### config.mk
export PLATFORM = sky130hd
export DESIGN_NAME = axi_lite_slave_ctrl_flat
export DESIGN_NICKNAME = d
export VERILOG_FILES = /design/src/rtl/axi_lite_slave_ctrl_if.sv /design/src/rtl/axi_lite_slave_ctrl.sv /design/src/flat_wrapper.sv
export SDC_FILE = /design/constraint.sdc
export NUM_CORES = 1
export LEC_CHECK = 0
export BUFFER_PORTS_ARGS = -buffer_cell sky130_fd_sc_hd__buf_2
export CAP_MARGIN = 40
export CORE_MARGIN = 5
export CORE_UTILIZATION = 55
export DETAILED_ROUTE_END_ITERATION = 6
export PLACE_DENSITY_LB_ADDON = 0.08
export SLEW_MARGIN = 20
export SYNTH_ARGS = -nofsm -noshare
export SYNTH_HDL_FRONTEND = slang
export SYNTH_SLANG_ARGS = --single-unit
export TNS_END_PERCENT = 20
### constraint.sdc
create_clock -name aclk -period 2.28 [get_ports aclk]
set_clock_uncertainty 0.2 [all_clocks]
set_input_delay 0.57 -clock aclk [delete_from_list [all_inputs] [get_ports aclk]]
set_output_delay 0.57 -clock aclk [all_outputs]
set_load 0.05 [all_outputs]
### src/rtl/axi_lite_slave_ctrl_if.sv
// axi_lite_slave_ctrl_if -- AXI4-Lite signal bundle for axi_lite_slave_ctrl.
//
// Signals (directions as seen by the slave):
//   AW: awaddr[31:0], awvalid in; awready out
//   W : wdata[31:0], wstrb[3:0], wvalid in; wready out
//   B : bresp[1:0], bvalid out; bready in
//   AR: araddr[31:0], arvalid in; arready out
//   R : rdata[31:0], rresp[1:0], rvalid out; rready in
//
// Modports: master (drives valids/payloads, B/R readies), slave (the reverse).
interface axi_lite_slave_ctrl_if;
  logic [31:0] awaddr;
  logic        awvalid;
  logic        awready;
  logic [31:0] wdata;
  logic [3:0]  wstrb;
  logic        wvalid;
  logic        wready;
  logic [1:0]  bresp;
  logic        bvalid;
  logic        bready;
  logic [31:0] araddr;
  logic        arvalid;
  logic        arready;
  logic [31:0] rdata;
  logic [1:0]  rresp;
  logic        rvalid;
  logic        rready;

  modport master (
    output awaddr, awvalid, wdata, wstrb, wvalid, bready, araddr, arvalid, rready,
    input  awready, wready, bresp, bvalid, arready, rdata, rresp, rvalid
  );

  modport slave (
    input  awaddr, awvalid, wdata, wstrb, wvalid, bready, araddr, arvalid, rready,
    output awready, wready, bresp, bvalid, arready, rdata, rresp, rvalid
  );
endinterface

### src/rtl/axi_lite_slave_ctrl.sv
// axi_lite_slave_ctrl -- AXI4-Lite slave in front of a single-port register
// file of NUM_REGS 32-bit words.
//
// Ports:
//   aclk        clock, all state changes on the rising edge
//   aresetn     asynchronous active-low reset
//   bus         axi_lite_slave_ctrl_if.slave (AW/W/B/AR/R channels)
//   wr_state_o  write-channel FSM state (0 IDLE, 1 HOLD_PART, 2 COMMIT_WAIT, 3 RESP)
//   rd_state_o  read-channel FSM state  (0 IDLE, 1 ACC_WAIT, 2 RESP)
//
// Optional feature macro: AXI_LITE_SLAVE_ERR_RESP_EN -- when defined,
// out-of-range accesses answer SLVERR (2'b10); otherwise they answer OKAY.
// Out-of-range writes are always dropped and out-of-range reads return 0.
//
// Handshake rule on every channel: a transfer happens on the rising edge
// where valid and ready are both 1; valid never waits for ready, and the
// slave holds its own valid and payload steady until the transfer happens.
//
// AW and W are captured into one-entry holders. A write commits once both
// are held; a read accesses the array once AR is held. The array takes one
// access per cycle; on contention the loser gets priority next time.
module axi_lite_slave_ctrl #(
  parameter int NUM_REGS = 16
) (
  input  logic                        aclk,
  input  logic                        aresetn,
  axi_lite_slave_ctrl_if.slave        bus,
  output logic [1:0]                  wr_state_o,
  output logic [1:0]                  rd_state_o
);

  localparam int IDX_W = $clog2(NUM_REGS);
  localparam logic [1:0] RESP_OKAY = 2'b00;
`ifdef AXI_LITE_SLAVE_ERR_RESP_EN
  localparam logic [1:0] RESP_OOR = 2'b10;
`else
  localparam logic [1:0] RESP_OOR = 2'b00;
`endif

  typedef enum logic [1:0] {
    W_IDLE        = 2'd0,
    W_HOLD_PART   = 2'd1,
    W_COMMIT_WAIT = 2'd2,
    W_RESP        = 2'd3
  } wr_state_e;

  typedef enum logic [1:0] {
    R_IDLE     = 2'd0,
    R_ACC_WAIT = 2'd1,
    R_RESP     = 2'd2
  } rd_state_e;

  wr_state_e          wr_state_q;
  rd_state_e          rd_state_q;
  logic               aw_full_q, w_full_q;
  logic [IDX_W-1:0]   aw_idx_q, ar_idx_q;
  logic               aw_oor_q, ar_oor_q;
  logic [31:0]        w_data_q;
  logic [3:0]         w_strb_q;
  logic               awready_q, wready_q, arready_q;
  logic               bvalid_q, rvalid_q;
  logic [1:0]         bresp_q, rresp_q;
  logic [31:0]        rdata_q;
  logic               prio_wr_q;
  logic [31:0]        regs_q [NUM_REGS];

  logic aw_hs, w_hs, ar_hs;
  logic aw_full_n, w_full_n;
  logic wr_req, rd_req, wr_gnt, rd_gnt;

  // The byte-offset bits never select anything.
  logic unused_addr_lsbs;
  assign unused_addr_lsbs = ^{bus.awaddr[1:0], bus.araddr[1:0]};

  assign aw_hs = bus.awvalid & awready_q;
  assign w_hs  = bus.wvalid  & wready_q;
  assign ar_hs = bus.arvalid & arready_q;

  // Holder occupancy as it will be after this edge.
  assign aw_full_n = aw_full_q | aw_hs;
  assign w_full_n  = w_full_q  | w_hs;

  assign wr_req = (wr_state_q == W_COMMIT_WAIT);
  assign rd_req = (rd_state_q == R_ACC_WAIT);
  assign wr_gnt = wr_req & (~rd_req | prio_wr_q);
  assign rd_gnt = rd_req & (~wr_req | ~prio_wr_q);

  always_ff @(posedge aclk or negedge aresetn) begin
    if (!aresetn) begin
      wr_state_q <= W_IDLE;
      rd_state_q <= R_IDLE;
      aw_full_q  <= 1'b0;
      w_full_q   <= 1'b0;
      aw_idx_q   <= '0;
      ar_idx_q   <= '0;
      aw_oor_q   <= 1'b0;
      ar_oor_q   <= 1'b0;
      w_data_q   <= '0;
      w_strb_q   <= '0;
      awready_q  <= 1'b0;
      wready_q   <= 1'b0;
      arready_q  <= 1'b0;
      bvalid_q   <= 1'b0;
      rvalid_q   <= 1'b0;
      bresp_q    <= RESP_OKAY;
      rresp_q    <= RESP_OKAY;
      rdata_q    <= '0;
      prio_wr_q  <= 1'b1;
      for (int i = 0; i < NUM_REGS; i++) regs_q[i] <= '0;
    end else begin
      // Priority only moves when both sides actually compete.
      if (wr_req && rd_req) prio_wr_q <= rd_gnt;

      // Write channel. Readies are rebuilt from the next holder state, so
      // they also rise on the first edge after reset is released.
      case (wr_state_q)
        W_IDLE, W_HOLD_PART: begin
          if (aw_hs) begin
            aw_idx_q <= bus.awaddr[IDX_W+1:2];
            aw_oor_q <= |bus.awaddr[31:IDX_W+2];
          end
          if (w_hs) begin
            w_data_q <= bus.wdata;
            w_strb_q <= bus.wstrb;
          end
          aw_full_q <= aw_full_n;
          w_full_q  <= w_full_n;
          awready_q <= ~aw_full_n;
          wready_q  <= ~w_full_n;
          if (aw_full_n && w_full_n)      wr_state_q <= W_COMMIT_WAIT;
          else if (aw_full_n || w_full_n) wr_state_q <= W_HOLD_PART;
          else                            wr_state_q <= W_IDLE;
        end
        W_COMMIT_WAIT: begin
          if (wr_gnt) begin
            if (!aw_oor_q) begin
              for (int b = 0; b < 4; b++) begin
                if (w_strb_q[b]) regs_q[aw_idx_q][8*b +: 8] <= w_data_q[8*b +: 8];
              end
            end
            bvalid_q   <= 1'b1;
            bresp_q    <= aw_oor_q ? RESP_OOR : RESP_OKAY;
            wr_state_q <= W_RESP;
          end
        end
        W_RESP: begin
          // Holders stay occupied until B is accepted, which keeps
          // awready/wready low for the whole response phase.
          if (bus.bready) begin
            bvalid_q   <= 1'b0;
            aw_full_q  <= 1'b0;
            w_full_q   <= 1'b0;
            awready_q  <= 1'b1;
            wready_q   <= 1'b1;
            wr_state_q <= W_IDLE;
          end
        end
        default: wr_state_q <= W_IDLE;
      endcase

      // Read channel.
      case (rd_state_q)
        R_IDLE: begin
          if (ar_hs) begin
            ar_idx_q   <= bus.araddr[IDX_W+1:2];
            ar_oor_q   <= |bus.araddr[31:IDX_W+2];
            arready_q  <= 1'b0;
            rd_state_q <= R_ACC_WAIT;
          end else begin
            arready_q  <= 1'b1;
          end
        end
        R_ACC_WAIT: begin
          if (rd_gnt) begin
            rdata_q    <= ar_oor_q ? 32'h0 : regs_q[ar_idx_q];
            rresp_q    <= ar_oor_q ? RESP_OOR : RESP_OKAY;
            rvalid_q   <= 1'b1;
            rd_state_q <= R_RESP;
          end
        end
        R_RESP: begin
          if (bus.rready) begin
            rvalid_q   <= 1'b0;
            arready_q  <= 1'b1;
            rd_state_q <= R_IDLE;
          end
        end
        default: rd_state_q <= R_IDLE;
      endcase
    end
  end

  assign bus.awready = awready_q;
  assign bus.wready  = wready_q;
  assign bus.bvalid  = bvalid_q;
  assign bus.bresp   = bresp_q;
  assign bus.arready = arready_q;
  assign bus.rvalid  = rvalid_q;
  assign bus.rresp   = rresp_q;
  assign bus.rdata   = rdata_q;

  assign wr_state_o = wr_state_q;
  assign rd_state_o = rd_state_q;

endmodule

### src/flat_wrapper.sv
// flat-port wrapper written by rule: the top's interface ports become plain ports
module axi_lite_slave_ctrl_flat 
#(
  parameter int NUM_REGS = 16
)
  (aclk, aresetn, wr_state_o, rd_state_o, bus_awaddr, bus_awvalid, bus_wdata, bus_wstrb, bus_wvalid, bus_bready, bus_araddr, bus_arvalid, bus_rready, bus_awready, bus_wready, bus_bresp, bus_bvalid, bus_arready, bus_rdata, bus_rresp, bus_rvalid);
  axi_lite_slave_ctrl_if bus_i ();
  input  logic aclk;
  input  logic aresetn;
  output logic [1:0] wr_state_o;
  output logic [1:0] rd_state_o;
  input wire logic [$bits(bus_i.awaddr)-1:0] bus_awaddr;
  input wire logic [$bits(bus_i.awvalid)-1:0] bus_awvalid;
  input wire logic [$bits(bus_i.wdata)-1:0] bus_wdata;
  input wire logic [$bits(bus_i.wstrb)-1:0] bus_wstrb;
  input wire logic [$bits(bus_i.wvalid)-1:0] bus_wvalid;
  input wire logic [$bits(bus_i.bready)-1:0] bus_bready;
  input wire logic [$bits(bus_i.araddr)-1:0] bus_araddr;
  input wire logic [$bits(bus_i.arvalid)-1:0] bus_arvalid;
  input wire logic [$bits(bus_i.rready)-1:0] bus_rready;
  output wire logic [$bits(bus_i.awready)-1:0] bus_awready;
  output wire logic [$bits(bus_i.wready)-1:0] bus_wready;
  output wire logic [$bits(bus_i.bresp)-1:0] bus_bresp;
  output wire logic [$bits(bus_i.bvalid)-1:0] bus_bvalid;
  output wire logic [$bits(bus_i.arready)-1:0] bus_arready;
  output wire logic [$bits(bus_i.rdata)-1:0] bus_rdata;
  output wire logic [$bits(bus_i.rresp)-1:0] bus_rresp;
  output wire logic [$bits(bus_i.rvalid)-1:0] bus_rvalid;
  assign bus_i.awaddr = bus_awaddr;
  assign bus_i.awvalid = bus_awvalid;
  assign bus_i.wdata = bus_wdata;
  assign bus_i.wstrb = bus_wstrb;
  assign bus_i.wvalid = bus_wvalid;
  assign bus_i.bready = bus_bready;
  assign bus_i.araddr = bus_araddr;
  assign bus_i.arvalid = bus_arvalid;
  assign bus_i.rready = bus_rready;
  assign bus_awready = bus_i.awready;
  assign bus_wready = bus_i.wready;
  assign bus_bresp = bus_i.bresp;
  assign bus_bvalid = bus_i.bvalid;
  assign bus_arready = bus_i.arready;
  assign bus_rdata = bus_i.rdata;
  assign bus_rresp = bus_i.rresp;
  assign bus_rvalid = bus_i.rvalid;
  axi_lite_slave_ctrl #(.NUM_REGS(NUM_REGS)) u_core (.aclk(aclk), .aresetn(aresetn), .bus(bus_i), .wr_state_o(wr_state_o), .rd_state_o(rd_state_o));
endmodule
Yosys cells after proc, flatten, opt, wreduce, memory -nomap -nowiden
Cells that the tools add are included.
Word-level totals
  bits in registers: 602
  input port bits: 107
  output and inout port bits: 45
Operators by class
  magnitude comparators: 3
  eq/ne operators: 10
  muxes and demuxes: 52
  bitwise logic cells: 17
  reduce and logical (&&, ||, !) cells: 24
Operators with widths (number)
  $mux 512: 13
  $bwmux 512: 4
  $demux 32 s4: 4
  $bmux 32 s4: 1
  $mux 32: 4
  $reduce_or 26->1: 2
  $mux 24: 1
  $mux 16: 1
  $pmux 1 s2: 7
  $reduce_and 2->1: 7
  $mux 2: 6
  $pmux 2 s3: 2
  $reduce_and 3->1: 4
  $ge 5x5->1 const B: 2
  $not 4->5: 2
  $mux 1: 8
  $mux 8: 1
  $ne 2x2->1 const B: 4
  $reduce_bool 2->1: 4
  $eq 2x2->1 const B: 3
  $not 1->1: 6
  $and 1x1->1: 5
  $lt 5x1->1 const B: 1
  $eq 2x1->1 const B: 2
  6 further kinds: 12

Longest topological paths before layout
  depth in word-level cells: 22
  mapped depth: 6
  gate-level depth less buffers: 4

Worst setup path before layout
OpenSTA, ideal clock, no wires.
  path type: reg2reg
  start: reg u_core.wr_state_q[1], in the netlist u_core.wr_state_o[1]
  end: reg u_core.regs_q[280] (netlist bit)
  setup time: 0.125 ns
  arrival time: 2.352 ns
  required time: 1.955 ns
  slack: -0.397 ns
  stages on the path, launching flop included: 7
  path buffers: 2
  clock period less this slack: 2.677 ns
  path through: dfrtp_1 > or3b_4 > or3_1 > buf_2 > buf_12 > nor2_8 > mux2_2
Between the ends
  cells in the longest elaborated chain, start to end: 3
RTL lines
  from (decl): RTL line axi_lite_slave_ctrl.sv:53  | wr_state_e wr_state_q;
  from (signal assigned): RTL line axi_lite_slave_ctrl.sv:90  | wr_state_q <= W_IDLE;
  from (signal assigned): RTL line axi_lite_slave_ctrl.sv:130  | if (aw_full_n && w_full_n) wr_state_q <= W_COMMIT_WAIT;
  from (signal assigned): RTL line axi_lite_slave_ctrl.sv:131  | else if (aw_full_n || w_full_n) wr_state_q <= W_HOLD_PART;
  $eq 2x2->1 (*): RTL line axi_lite_slave_ctrl.sv:83, axi_lite_slave_ctrl.sv:116
  $and 1x1->1: RTL line axi_lite_slave_ctrl.sv:85  | assign wr_gnt = wr_req & (~rd_req | prio_wr_q);
  $reduce_and 3->1 (no source line) (*)
  to (signal, indexed assignment): RTL line axi_lite_slave_ctrl.sv:138  | if (w_strb_q[b]) regs_q[aw_idx_q][8*b +: 8] <= w_data_q[8*b +: 8];
  to (decl): RTL line axi_lite_slave_ctrl.sv:65  | logic [31:0] regs_q [NUM_REGS];
Mark *: on every way between the ends. The rest lies on a longest branch, timed or not.
A chain may end at the register's enable or synchronous reset.

Worst setup path in the final report
  start: reg u_core.aw_oor_q
  end: reg u_core.regs_q[194] (netlist bit)
Between the ends
  cells in the longest elaborated chain, start to end: 2
RTL lines
  from (decl): RTL line axi_lite_slave_ctrl.sv:57  | logic aw_oor_q, ar_oor_q;
  from (signal assigned): RTL line axi_lite_slave_ctrl.sv:120  | aw_oor_q <= |bus.awaddr[31:IDX_W+2];
  $not 1->1 (no source line)
  $reduce_and 3->1 (no source line)
Every way passes these cells.

==> impl_results.md <==
* PortBufs at 143
* Crit-path cells: or3b_4 > buf_6 > nor4b_4 > buf_6 > nand3_2 > buf_12 > mux2_1
* WP buf/inv at 3
* Crit-path max FO at 7
* RSZ-0062 raised after global routing: yes
* Area grow syn2layout at 22.1%
* Wire per inst at approximately 23 um
* Maximum clock rate at 417 MHz
* Failing checks: negative setup slack
* Final Util at 0.678
* Post-synth EDFFs at 0
* Most common cell after layout, fill and taps aside: dfrtp_1
* Setup ws final at -0.118 ns
* Crit path capture type: flop
* Worst Tran Pin Value at ~0.66 ns
* Largest net degree at the start of global routing at 77
* DRT Wirelength at between 60 and 70 mm
* Detail Placement HPWL at slightly below 40 mm
* Mean Syn Cell Area at approximately 16 um^2
* Fin Hold WS at about 0.026 ns
* Worst min-delay path class: input port to flop
* CP dominant cell by count: buf_6
* Period Utilization, post-route at 1.05
* I/O Pins at about 150
* Mapped Area at 27100 um^2
* First-pass GRT wire length at 99.0 mm
* Vias at about 16000
* Core area at slightly below 50000 um^2
* Number of global-route vias before repair at around 17000
* Pwr dens at approximately 1300 nW/um^2
* Seq/Total Area, Yosys at 0.555
* Status: finished, violations left
* Chip height at between 200 and 250 um
* Starting DRT DRC Count at about 760
* Post-synth top area cell: dfrtp_1
* GRT overflow at 0
* Startpoint type of the worst setup path: flop
* Top FF cell, synth: dfrtp_1
* Synth unique cells at 44
* Flops & latches, synth at about 600
* Initial antenna violation count at 2
* Worst path arrival time at 2.66 ns
* Total track usage at 0.236
* Nets at roughly 2100
* Max Root-Sink Buffers at 3
* Slowest CP cell: or3b_4
* Clk slew on worst S/H paths at about 0.060 ns
* Most frequent cells in the layout: dfrtp_1, mux2_2, buf_2, mux4_2, mux2i_1
* FILL cells at 3426
* CTS buffer count at 67
* Pre-CTS WS at -0.208 ns
* Clk sinks at around 600
* Fin crit period at around 2.4 ns
* Worst-Skew Late Latency at around 0.59 ns
* Peak supply drop at around 0.80 mV
* Antenna-violating nets left at 0
* Gate Count Post-Synth at approximately 1700
* Synth warnings at 0
* Final hold violations at 0
* Root Driver: clkbuf_16
* Share of cells above drive strength 1 at 0.568
* Worst setup path category: flop to flop
* Initial Util at 0.556
* Die X at roughly 230 um
* Relative slew slack at 0.561
* Leak pwr at approximately 16 nW
* DRC at 0
* Top post-synthesis cells by area: dfrtp_1, mux2_2, mux4_2, mux2i_1, a22o_1
* Ys async rst share at 1.00
* PnR Total Power at 0.0416 W
* Post-DR vias/cell at about 5.8
* Yosys top cell area share at 0.554
* RePlAce Congestion at between 0.8 and 0.9
* CP top delay family: simple AND/OR/NAND/NOR gates
* Endpoints failing setup at around 290
* DIE AREA at ~54000 um^2
* Maxcap violations at 0
* Drt first pass iters at 5
* WP data required at between 2 and 3 ns
* # H-tree levels at 3
* CP max stage delay at roughly 0.44 ns
* Num rows at 81
* CTS tree: yes
* Final Slew Violations at 0
==> registers in the layout, indices dropped and copies added, names as in the netlist <==
register	flops
u_core.ar_idx_q	4
u_core.ar_oor_q	1
u_core.aw_full_q	1
u_core.aw_idx_q	4
u_core.aw_oor_q	1
u_core.bus.arready	1
u_core.bus.awready	1
u_core.bus.bvalid	1
u_core.bus.rdata	32
u_core.bus.rvalid	1
u_core.bus.wready	1
u_core.prio_wr_q	1
u_core.rd_state_o	2
u_core.regs_q	512
u_core.w_data_q	32
u_core.w_full_q	1
u_core.w_strb_q	4
u_core.wr_state_o	2
==> worst reg2reg max path, delay by kind of cell (launching register included) <==
kind | cells | cell delay, ns
buffers and inverters | 3 | 0.53
muxes | 1 | 0.31
and+or+nand+nor | 3 | 0.84
DFF | 1 | 0.39
==> synthesized netlist by cell type (4+ instances only) <==
| library cell | number |
|---|---|
| buf_2 | 19 |
| nor2b_1 | 4 |
| buf_4 | 4 |
| nand3_1 | 18 |
| dfrtp_1 | 601 |
| nor2_1 | 13 |
| nand3_2 | 18 |
| buf_1 | 14 |
| and3_1 | 4 |
| a22o_1 | 32 |
| nand3_4 | 6 |
| mux2_2 | 541 |
| nand2_2 | 12 |
| o21ai_0 | 6 |
| mux4_2 | 128 |
| nor2_2 | 6 |
| nand2_1 | 20 |
| clkbuf_1 | 69 |
| nor4_1 | 12 |
| nand3b_1 | 4 |
| mux2_1 | 15 |
| nor2_8 | 10 |
| mux2i_1 | 96 |
==> cell families after synthesis <==
| family | share of synthesized area |
|---|---|
| mux | 0.372 |
| flops | 0.555 |
| simple gates | 0.0397 |
| buf+inv | 0.0185 |
| compound gates | 0.0137 |
| fa+ha+maj | 0.000461 |
| other cells | 0.000138 |
| xor+xnor | 0.000323 |
==> power by group <==
part,leakage [nW],total (W),internal [W],switching (W)
clock,1.16,0.0111,0.00692,0.00419
sequential,8.16,0.0176,0.0144,0.00319
combinational,6.97,0.0129,0.00735,0.00554
==> repair_timing <==
item,in CTS,in global routing
gates resized for setup,81,18
hold buffers,32,0
setup buffers,2,6
cloned,0,1
endpoints found under the hold margin,118,0
setup endpoints to repair,367,516
pin swaps,5,1
==> through the flow <==
| step | cell area, um^2 | TNS, ns | instances |
|---|---|---|---|
| final | 33100 | -13.33 | 2685 |
| after global routing | 33100 | -42.78 | 2685 |
| after CTS | 33000 | -10.81 | 2677 |
| after detailed placement | 30000 | -35.09 | 2526 |
| after global placement | 29900 | -26.62 | 2525 |
| after floorplan | 27200 | -37.67 | 1687 |
==> worst paths after layout <==
check                           cells after the start                from  slack, ns                   to
worst min register to register                      1  u_core.regs_q[286]       0.29   u_core.regs_q[286]
worst min-delay path                                2        bus_wdata[3]       0.03   u_core.w_data_q[3]
min in group asynchronous                           2             aresetn       0.20  u_core.bus.rdata[1]
worst max register to register                      7     u_core.aw_oor_q      -0.12   u_core.regs_q[194]
max in group asynchronous                           4             aresetn       0.79   u_core.regs_q[268]
worst max-delay path                                7     u_core.aw_oor_q      -0.12   u_core.regs_q[194]
==> final cells by class <==
cell class                 count  area [um^2]  area share
multi-input combinational    972        11900       0.360
inverter                       3         11.3    0.000340
antenna                        1         2.50   0.0000755
clock inverter                15          178     0.00536
timing repair buffer         326         2960      0.0893
clock buffer                 102         2150      0.0647
sequential                   602        15100       0.455
tap                          664          831      0.0251
==> routing by layer <==
layer  track usage  routed length, um
met1         0.326              26500
met2         0.397              31300
met3        0.0439               2390
met4        0.0523               1290
met5             0                  0
Power figures use the tool's default switching activity.
